[src/rtl/alarm_set_ctrl.sv]
// Front-panel controller for top_alarm: debounces three push-buttons and runs a
// RUN / SET_TIME / SET_ALARM editor that loads the clock time or commits the alarm time.
module alarm_set_ctrl #(
   parameter int unsigned DEBOUNCE_CYCLES = 1000000
) (
   input  logic       clk,
   input  logic       rstn,
   input  logic       btn_mode_i,
   input  logic       btn_next_i,
   input  logic       btn_up_i,
   input  logic [3:0] hourdec_now,
   input  logic [3:0] hourone_now,
   input  logic [3:0] mindec_now,
   input  logic [3:0] minone_now,
   input  logic       bud_state_i,
   output logic [3:0] hourdec_init,
   output logic [3:0] hourone_init,
   output logic [3:0] mindec_init,
   output logic [3:0] minone_init,
   output logic       time_load_o,
   output logic [3:0] hourdec_bud,
   output logic [3:0] hourone_bud,
   output logic [3:0] mindec_bud,
   output logic [3:0] minone_bud,
   output logic       bud_en,
   output logic       silence_o,
   output logic       edit_active_o,
   output logic [1:0] edit_digit_o
);

   localparam int unsigned CW = (DEBOUNCE_CYCLES > 1) ? $clog2(DEBOUNCE_CYCLES) : 1;
   localparam logic [CW-1:0] CntMax = CW'(DEBOUNCE_CYCLES - 1);

   typedef enum logic [1:0] {StRun, StSetTime, StSetAlarm} state_e;

   // Bit 2 = mode, bit 1 = next, bit 0 = up.
   logic [2:0]    raw;
   logic [2:0]    sync1_q, sync2_q, level_q, level_dly_q, press_q;
   logic [CW-1:0] cnt_q [3];
   logic          mode_p, next_p, up_p;

   state_e     state_q;
   logic [1:0] digit_q;
   logic [3:0] ed_hd_q, ed_ho_q, ed_md_q, ed_mo_q;
   logic [3:0] inc_hd, inc_ho, inc_md, inc_mo;

   assign raw = {btn_mode_i, btn_next_i, btn_up_i};

   always_ff @(posedge clk or negedge rstn) begin
      if (!rstn) begin
         sync1_q     <= '0;
         sync2_q     <= '0;
         level_q     <= '0;
         level_dly_q <= '0;
         press_q     <= '0;
         for (int i = 0; i < 3; i++) cnt_q[i] <= '0;
      end else begin
         sync1_q     <= raw;
         sync2_q     <= sync1_q;
         level_dly_q <= level_q;
         press_q     <= level_q & ~level_dly_q;
         for (int i = 0; i < 3; i++) begin
            if (sync2_q[i] != level_q[i]) begin
               if (cnt_q[i] == CntMax) begin
                  level_q[i] <= sync2_q[i];
                  cnt_q[i]   <= '0;
               end else begin
                  cnt_q[i] <= cnt_q[i] + 1'b1;
               end
            end else begin
               cnt_q[i] <= '0;
            end
         end
      end
   end

   assign mode_p = press_q[2];
   assign next_p = press_q[1] & ~press_q[2];
   assign up_p   = press_q[0] & ~(|press_q[2:1]);

   // Next value of the selected digit, keeping the edit register a valid 24 h time.
   always_comb begin
      inc_hd = ed_hd_q;
      inc_ho = ed_ho_q;
      inc_md = ed_md_q;
      inc_mo = ed_mo_q;
      case (digit_q)
         2'd0: begin
            inc_hd = (ed_hd_q >= 4'd2) ? 4'd0 : ed_hd_q + 4'd1;
            if (inc_hd == 4'd2 && ed_ho_q > 4'd3) inc_ho = 4'd3;
         end
         2'd1: inc_ho = ((ed_hd_q == 4'd2 && ed_ho_q >= 4'd3) || ed_ho_q >= 4'd9) ?
                        4'd0 : ed_ho_q + 4'd1;
         2'd2: inc_md = (ed_md_q >= 4'd5) ? 4'd0 : ed_md_q + 4'd1;
         default: inc_mo = (ed_mo_q >= 4'd9) ? 4'd0 : ed_mo_q + 4'd1;
      endcase
   end

   always_ff @(posedge clk or negedge rstn) begin
      if (!rstn) begin
         state_q      <= StRun;
         digit_q      <= 2'd0;
         ed_hd_q      <= '0;
         ed_ho_q      <= '0;
         ed_md_q      <= '0;
         ed_mo_q      <= '0;
         hourdec_init <= '0;
         hourone_init <= '0;
         mindec_init  <= '0;
         minone_init  <= '0;
         hourdec_bud  <= '0;
         hourone_bud  <= '0;
         mindec_bud   <= '0;
         minone_bud   <= '0;
         time_load_o  <= 1'b0;
         bud_en       <= 1'b0;
         silence_o    <= 1'b0;
      end else begin
         time_load_o <= 1'b0;
         // Mute only while ringing and enabled; the up press never toggles bud_en here.
         silence_o <= (silence_o || (state_q == StRun && up_p && bud_state_i)) &&
                      bud_state_i && bud_en;
         case (state_q)
            StRun: begin
               if (mode_p) begin
                  state_q <= StSetTime;
                  digit_q <= 2'd0;
                  ed_hd_q <= hourdec_now;
                  ed_ho_q <= hourone_now;
                  ed_md_q <= mindec_now;
                  ed_mo_q <= minone_now;
               end else if (up_p && !bud_state_i) begin
                  bud_en <= ~bud_en;
               end
            end
            StSetTime, StSetAlarm: begin
               if (mode_p) begin
                  digit_q <= 2'd0;
                  if (state_q == StSetTime) begin
                     state_q <= StSetAlarm;
                     ed_hd_q <= hourdec_bud;
                     ed_ho_q <= hourone_bud;
                     ed_md_q <= mindec_bud;
                     ed_mo_q <= minone_bud;
                  end else begin
                     state_q <= StRun;
                  end
               end else if (next_p) begin
                  if (digit_q == 2'd3) begin
                     digit_q <= 2'd0;
                     state_q <= StRun;
                     if (state_q == StSetTime) begin
                        hourdec_init <= ed_hd_q;
                        hourone_init <= ed_ho_q;
                        mindec_init  <= ed_md_q;
                        minone_init  <= ed_mo_q;
                        time_load_o  <= 1'b1;
                     end else begin
                        hourdec_bud <= ed_hd_q;
                        hourone_bud <= ed_ho_q;
                        mindec_bud  <= ed_md_q;
                        minone_bud  <= ed_mo_q;
                     end
                  end else begin
                     digit_q <= digit_q + 2'd1;
                  end
               end else if (up_p) begin
                  ed_hd_q <= inc_hd;
                  ed_ho_q <= inc_ho;
                  ed_md_q <= inc_md;
                  ed_mo_q <= inc_mo;
               end
            end
            default: begin
               state_q <= StRun;
               digit_q <= 2'd0;
            end
         endcase
      end
   end

   assign edit_active_o = (state_q != StRun);
   assign edit_digit_o  = digit_q;

endmodule

[config.mk]
export PLATFORM = sky130hd
export DESIGN_NAME = alarm_set_ctrl
export DESIGN_NICKNAME = d
export VERILOG_FILES = /design/src/rtl/alarm_set_ctrl.sv
export SDC_FILE = /design/constraint.sdc
export NUM_CORES = 1
export LEC_CHECK = 0
export CORE_UTILIZATION = 52
export DETAILED_ROUTE_END_ITERATION = 8
export PLACE_DENSITY = 0.76
export SETUP_SLACK_MARGIN = 0.4
export SYNTH_ARGS = -nofsm -noshare
export SYNTH_HDL_FRONTEND = slang
export SYNTH_SLANG_ARGS = --single-unit
[constraint.sdc]
create_clock -name clk -period 1.9 [get_ports clk]
set_input_delay 0.475 -clock clk [delete_from_list [all_inputs] [get_ports clk]]
set_output_delay 0.475 -clock clk [all_outputs]
set_load 0.01 [all_outputs]
==> results of run 1 <==
==> through the flow <==
step           hold WS (ps)  utilization (%)  setup slack, ps  std cells
6_report               72.1             82.9             -125        963
5_1_grt                 123             82.9             -190        963
4_1_cts                 103             75.4             96.8        930
3_5_place_dp            341             62.8             11.5        837
3_3_place_gp            340             62.8             46.5        837
2_1_floorplan           179                -              135        617
==> layout make-up <==
type / instances / area, um^2 / area share, %
Sequential cell: 130 / 3270 / 33.0
Clock buffer: 24 / 512 / 5.16
Timing Repair Buffer: 179 / 1660 / 16.7
Inverter: 25 / 104 / 1.05
Multi-Input combinational cell: 450 / 4040 / 40.8
Tap cell: 147 / 184 / 1.85
Clock inverter: 8 / 146 / 1.48
==> cell usage after synthesis (2+ instances only) <==
| library cell | number | area (um^2) |
|---|---|---|
| nand2b_1 | 3 | 18.8 |
| or2_2 | 2 | 12.5 |
| nor2b_1 | 5 | 31.3 |
| a21o_1 | 6 | 45.0 |
| buf_6 | 2 | 22.5 |
| o211ai_1 | 2 | 15.0 |
| a31oi_1 | 5 | 31.3 |
| o21bai_1 | 3 | 22.5 |
| o221ai_1 | 3 | 26.3 |
| or3b_2 | 2 | 17.5 |
| inv_1 | 24 | 90.1 |
| nor4_1 | 7 | 43.8 |
| o22ai_1 | 4 | 25.0 |
| clkbuf_1 | 10 | 37.5 |
| nand3b_1 | 2 | 15.0 |
| nand4b_1 | 2 | 17.5 |
| o21ai_0 | 22 | 110 |
| nand2_1 | 49 | 184 |
| nor4b_1 | 4 | 35.0 |
| o31ai_1 | 2 | 15.0 |
| o2bb2ai_1 | 2 | 17.5 |
| a21oi_1 | 16 | 80.1 |
| and3_1 | 10 | 62.6 |
| dfrtp_1 | 130 | 3250 |
| nand3_1 | 34 | 170 |
| and4_1 | 5 | 43.8 |
| mux2i_1 | 12 | 120 |
| xnor2_1 | 21 | 184 |
| a211oi_1 | 5 | 37.5 |
| a22oi_1 | 2 | 15.0 |
| mux2_2 | 31 | 349 |
| or3_1 | 2 | 12.5 |
| nor2_1 | 87 | 327 |
| nor3_1 | 11 | 55.1 |
| xor2_1 | 37 | 324 |
| ha_1 | 22 | 275 |
| buf_2 | 3 | 15.0 |
| nand4_1 | 10 | 62.6 |
==> routing by layer <==
metal / global-route usage [%] / vias to the layer above
met1: 36.6 / 3003
met4: 19.7 / 0
met5: 0 / -
met2: 50.5 / 364
met3: 5.83 / 155
li1: - / 2525
==> registers in the layout (all words and copies together) (netlist names), 3 cells and up <==
signal and count:
cnt_q 60, ed_hd_q 4, ed_ho_q 4, ed_md_q 4, ed_mo_q 4, hourdec_bud 4
hourdec_init 4, hourone_bud 4, hourone_init 4, mindec_bud 4, mindec_init 4, minone_bud 4
minone_init 4, level_dly_q 3, level_q 3, press_q 3, sync1_q 3, sync2_q 3
==> final timing paths <==
path                       startpoint         end  slack [ps]  depth (start not counted)
setup / recovery           ed_ho_q[1]  ed_ho_q[0]        -130                          7
setup reg to reg           ed_ho_q[1]  ed_ho_q[0]        -130                          7
min in group clk           sync1_q[1]  sync2_q[1]         350                          0
hold reg to reg            sync1_q[1]  sync2_q[1]         350                          0
hold / removal                   rstn  ed_mo_q[3]          70                          2
max in group asynchronous        rstn  ed_md_q[0]        1330                          2
==> worst max-delay path, stage by stage, from the launching register on <==
cell	delay [ps]
dfrtp_1	440
inv_2	120
ha_1	190
or3b_4	390
a32o_2	310
nor2_1	200
o21ai_0	110
a22oi_1	180
==> cells by family (layout without fill, tap and decap cells) <==
kind of cell               after synthesis  in the layout  share of synthesized area (%)
muxes                                   43             43                           7.37
DFF                                    130            130                           51.1
AOI/OAI and AO/OA                       80             80                           8.02
buffers and inverters                   43            236                           3.14
adders and majority gates               22             22                           4.32
xor gates and xnor gates                58             58                           7.98
and+or+nand+nor                        241            247                           18.1
==> power breakdown <==
group	internal [mW]	switching, mW	leakage [nW]	total [mW]
Combinational	0.139	0.184	2.42	0.322
Sequential	2.80	0.0309	1.71	2.83
Clock	2.40	1.25	0.322	3.65
Total	5.34	1.46	4.45	6.80
==> what timing repair did <==
item | CTS | global route
resized for setup | 231 | 177
setup endpoints to repair | 148 | 125
buffers inserted | 50 | 31
cloned | 11 | 2
pin swaps | 28 | 62
==> out/metrics.csv, run 1 <==
metric,value,unit
status,"complete, but fails checks",
violations,setup timing,
dieArea,12700,um^2
endpoint_kind,flop,
p_leak,4.45,nW
drtPass1Iterations,5,
power,6.80,mW
dieHeight,113,um
worstSkewPairLatency,440,ps
path_class,flop to flop,
setup_viol,38,
core-area,12000,um^2
cp-start-kind,flop,
routed.top_layer,met4,
setup-tns-final,-2100,ps
final-max-slew-violation-count,0,
rsz0062_at_grt,yes,
synth_edf_count,0,
cts_buffers,17,
fmax,494,MHz
async_flop_share,100,%
dpl.hpwl,9520,um
cp_max_fo,4,
cts_hold_buf,0,
area_delta_synth_final,55.7,%
layout_commonest_cell,dfrtp_1,
cts-root-buf,clkbuf_16,
hold_viol_final,0,
gp_congestion,0.905,
min_period_over_period,107,%
worst_slack,-125,ps
rows,40,
slew-limit-headroom,35.5,%
port_buffers,59,
yosysSeqAreaShare,51.1,%
syn_area,6370,um^2
wire_per_inst,23.5,um
drt-initial-drc-count,507,
grt_pass1_wl,29700,um
vias_per_cell,6.28,
fin_nets,847,
num_antenna_cells,0,
num_vias,6047,
ant_nets,0,
drt_wl_total,22700,um
critPathArrivalTime,2370,ps
grt-ovfl-total,0,
final_cell_area,9920,um^2
nFillCells,563,
ys_dominant_reg_cell,dfrtp_1,
ir_worst_vdd,0.616,mV
avgSynthCellArea,10.3,um^2
fp.dieW,113,um
synth.net_count,661,
grt_start_max_net_pins,100,
mostFrequentLayoutCells,"116 x dfrtp_1, 85 x buf_4, 49 x nor2_1, 36 x nand2_1, 34 x buf_2",
fin_crit,2030,ps
maxCapViolCount,0,
wl_met3,1470,um
power.density,686,nW/um^2
initial_core_util,53.2,%
dpl_cell_area,7510,um^2
syn_inst,617,
fin_skew,11.1,ps
cts.sinks,130,
grt_antenna_before_repair,0,
m1WireLength,8390,um
cts_tree,built,
drive_above_1_share,49.4,%
grt.total_usage,30.5,%
drc,0,
io_pins,60,
ys_ff_latch,130,
first_global_vias,5888,
yosysWarningCount,0,
max-clock-path-buffers,2,
h-tree-depth,4,
ys_types,56,
crit_required,2240,ps
clkTransAtPathRegs,60,ps
met2_length,11100,um
tightest_slew,967,ps
hold_path_class,primary input to async pin,
Note: power is estimated with default switching activity, not from simulation.
==> inputs of run 2 (changes only) <==
--- a/config.mk
+++ b/config.mk
@@ -5,9 +5,10 @@
 export SDC_FILE = /design/constraint.sdc
 export NUM_CORES = 1
 export LEC_CHECK = 0
-export CORE_UTILIZATION = 52
+export CORE_UTILIZATION = 57
 export DETAILED_ROUTE_END_ITERATION = 8
-export PLACE_DENSITY = 0.76
+export DONT_BUFFER_PORTS = 1
+export PLACE_DENSITY = 0.75
 export SETUP_SLACK_MARGIN = 0.4
 export SYNTH_ARGS = -nofsm -noshare
 export SYNTH_HDL_FRONTEND = slang
==> run 2 against run 1 <==
  * The run ends with hold timing, setup timing left
  * Critical path depth stayed put
  * Core utilization is 2.0 points higher
  * Routed wire length down 4.1%
==> out/metrics.csv, run 2 (synthesized netlist as in run 1, its figures left out) <==
metric,value,unit,change
fin_skew,10.8,ps,-0.302 ps
postLayoutCoreUtil,84.9,%,+2.0 points
cts_buffers,17,,unchanged
layout_commonest_cell,dfrtp_1,,
final_cells,885,,-8.1%
drt_wl_total,21800,um,-4.1%
core-area,10800,um^2,-9.4%
grt.total_usage,31.4,%,+0.94 points
drt-initial-drc-count,548,,+8.1%
ir_worst_vdd,0.850,mV,+38%
critPathSlowestCell,dfrtp_2,,
cts_tree,built,,
p_leak,3.98,nW,-11%
drive_above_1_share,45.8,%,-3.6 points
num_vias,5773,,-4.5%
worst_slack,-158,ps,-32.6 ps
port_buffers,0,,-100%
status,"complete, but fails checks",,
endpoint_kind,flop,,
grt_start_max_net_pins,131,,+31%
violations,"hold timing, setup timing",,
cp-start-kind,flop,,
largest-register,cnt_q,,
final_cell_area,9200,um^2,-7.2%
grt-ovfl-total,0,,unchanged
wire_per_inst,24.6,um,+4.4%
initial_core_util,58.7,%,+5.5 points
crit_chain,buf_6 -> ha_4 -> nor4b_4 -> nand3_2 -> a21o_4 -> a31oi_1 -> o22ai_1,,
worstSkewPairLatency,560,ps,+120 ps
drtPass1Iterations,9,,+4
crit_required,2330,ps,+90 ps
tightest_slew,898,ps,-68.6 ps
drc,0,,unchanged
dieHeight,108,um,-4.4%
h-tree-depth,4,,unchanged
critPathArrivalTime,2490,ps,+120 ps
dpl.hpwl,8850,um,-7.1%
hold_path_class,primary input to async pin,,
grt_pass1_wl,27500,um,-7.3%
setup_viol,33,,-13%
max-clock-path-buffers,2,,unchanged
min_period_over_period,108,%,+1.7 points
mostFrequentLayoutCells,"115 x dfrtp_1, 59 x buf_4, 50 x nor2_1, 40 x nand2_1, 35 x buf_6",,
cts.sinks,130,,unchanged
fmax,486,MHz,-1.6%
cts_hold_buf,3,,+3
hold_viol_final,130,,+130
area_delta_synth_final,44.5,%,
power.density,696,nW/um^2,+1.4%
fin_nets,776,,-8.4%
vias_per_cell,6.52,,+3.9%
placed_cells_incl_taps,767,,-8.4%
maxCapViolCount,0,,unchanged
slowest_delay,450,ps,about the same
dieArea,11600,um^2,-8.6%
holdWs,-391,ps,-463 ps
fp.dieW,108,um,-4.4%
cts-root-buf,clkbuf_8,,
largest_reg_flops,60,,unchanged
dpl_cell_area,6840,um^2,-9.0%
final-max-slew-violation-count,0,,unchanged
io_pins,60,,unchanged
fin_crit,2060,ps,+32.6 ps
ant_nets,0,,unchanged
cp_max_fo,6,,+2
first_global_vias,5518,,-6.3%
grt_antenna_before_repair,0,,unchanged
clkTransAtPathRegs,60,ps,about the same
num_antenna_cells,0,,unchanged
gp_congestion,0.812,,-10%
rsz0062_at_grt,yes,,
nFillCells,484,,-14%
rows,38,,-5.0%
path_class,flop to flop,,
slew-limit-headroom,40.1,%,+4.6 points
[run 2: worst max-delay path: cells and delay by family, from the launching register on]
family	cells	cell delay, ps
AO/OA/AOI/OAI	3	590
AND/OR/NAND/NOR	2	580
adder cells (fa/ha/maj)	1	180
flip-flops	1	450
buffers and inverters	1	150
[run 2: power by group]
part           internal [mW]  switching [mW]  leakage, nW  total (mW)
Combinational         0.0906           0.112         1.98       0.203
Sequential              2.80          0.0322         1.71        2.83
Clock                   2.07            1.30        0.290        3.37
Total                   4.95            1.45         3.98        6.40
[run 2: area by class of cell]
cell class	instances	area, um^2	area share (%)
sequential	130	3270	35.6
multi-input combinational	450	3950	42.9
timing repair buffer	108	1090	11.9
inverter	25	110	1.20
clock inverter	13	159	1.73
clock buffer	19	442	4.80
tap	140	175	1.90
[run 2: metrics by stage]
| stage | power (mW) | worst slack, ps | hold WS [ps] | TNS, ps |
|---|---|---|---|---|
| 2_1_floorplan | 2.96 | 135 | 179 | 0 |
| 5_1_grt | 6.54 | -222 | -406 | -2180 |
| 3_5_place_dp | 2.98 | -22.5 | 182 | -27.5 |
| 4_1_cts | 6.28 | 60.1 | -373 | 0 |
| 3_3_place_gp | 2.97 | 76.5 | 182 | 0 |
| 6_report | 6.40 | -158 | -391 | -890 |
[run 2: path summary, 6_finish.rpt]
check / startpoint / end / slack, ps / depth (start not counted)
worst max-delay path: ed_hd_q[1] / ed_ho_q[2] / -160 / 7
max in group asynchronous: rstn / cnt_q[11] / 2020 / 0
worst min register to register: sync1_q[1] / sync2_q[1] / 350 / 0
min in group clk: bud_state_i / silence_o / 50 / 1
worst max register to register: ed_hd_q[1] / ed_ho_q[2] / -160 / 7
worst min-delay path: rstn / minone_bud[1] / -390 / 0
[run 2: repair_timing]
item / in CTS / in global routing
cloned: 12 / 0
pin swaps: 34 / 61
resized for setup: 109 / 153
endpoints found under the setup margin: 114 / 121
buffers inserted: 50 / 21
hold endpoints to repair: 133 / 130
[run 2: per-layer routing]
layer  global-route usage, %  wire, um  share of wire, %
met5                       0         0                 0
met4                    20.0      1400               6.4
met3                    6.36      1960               9.0
met2                    51.8     10500                48
met1                    37.5      7870                36
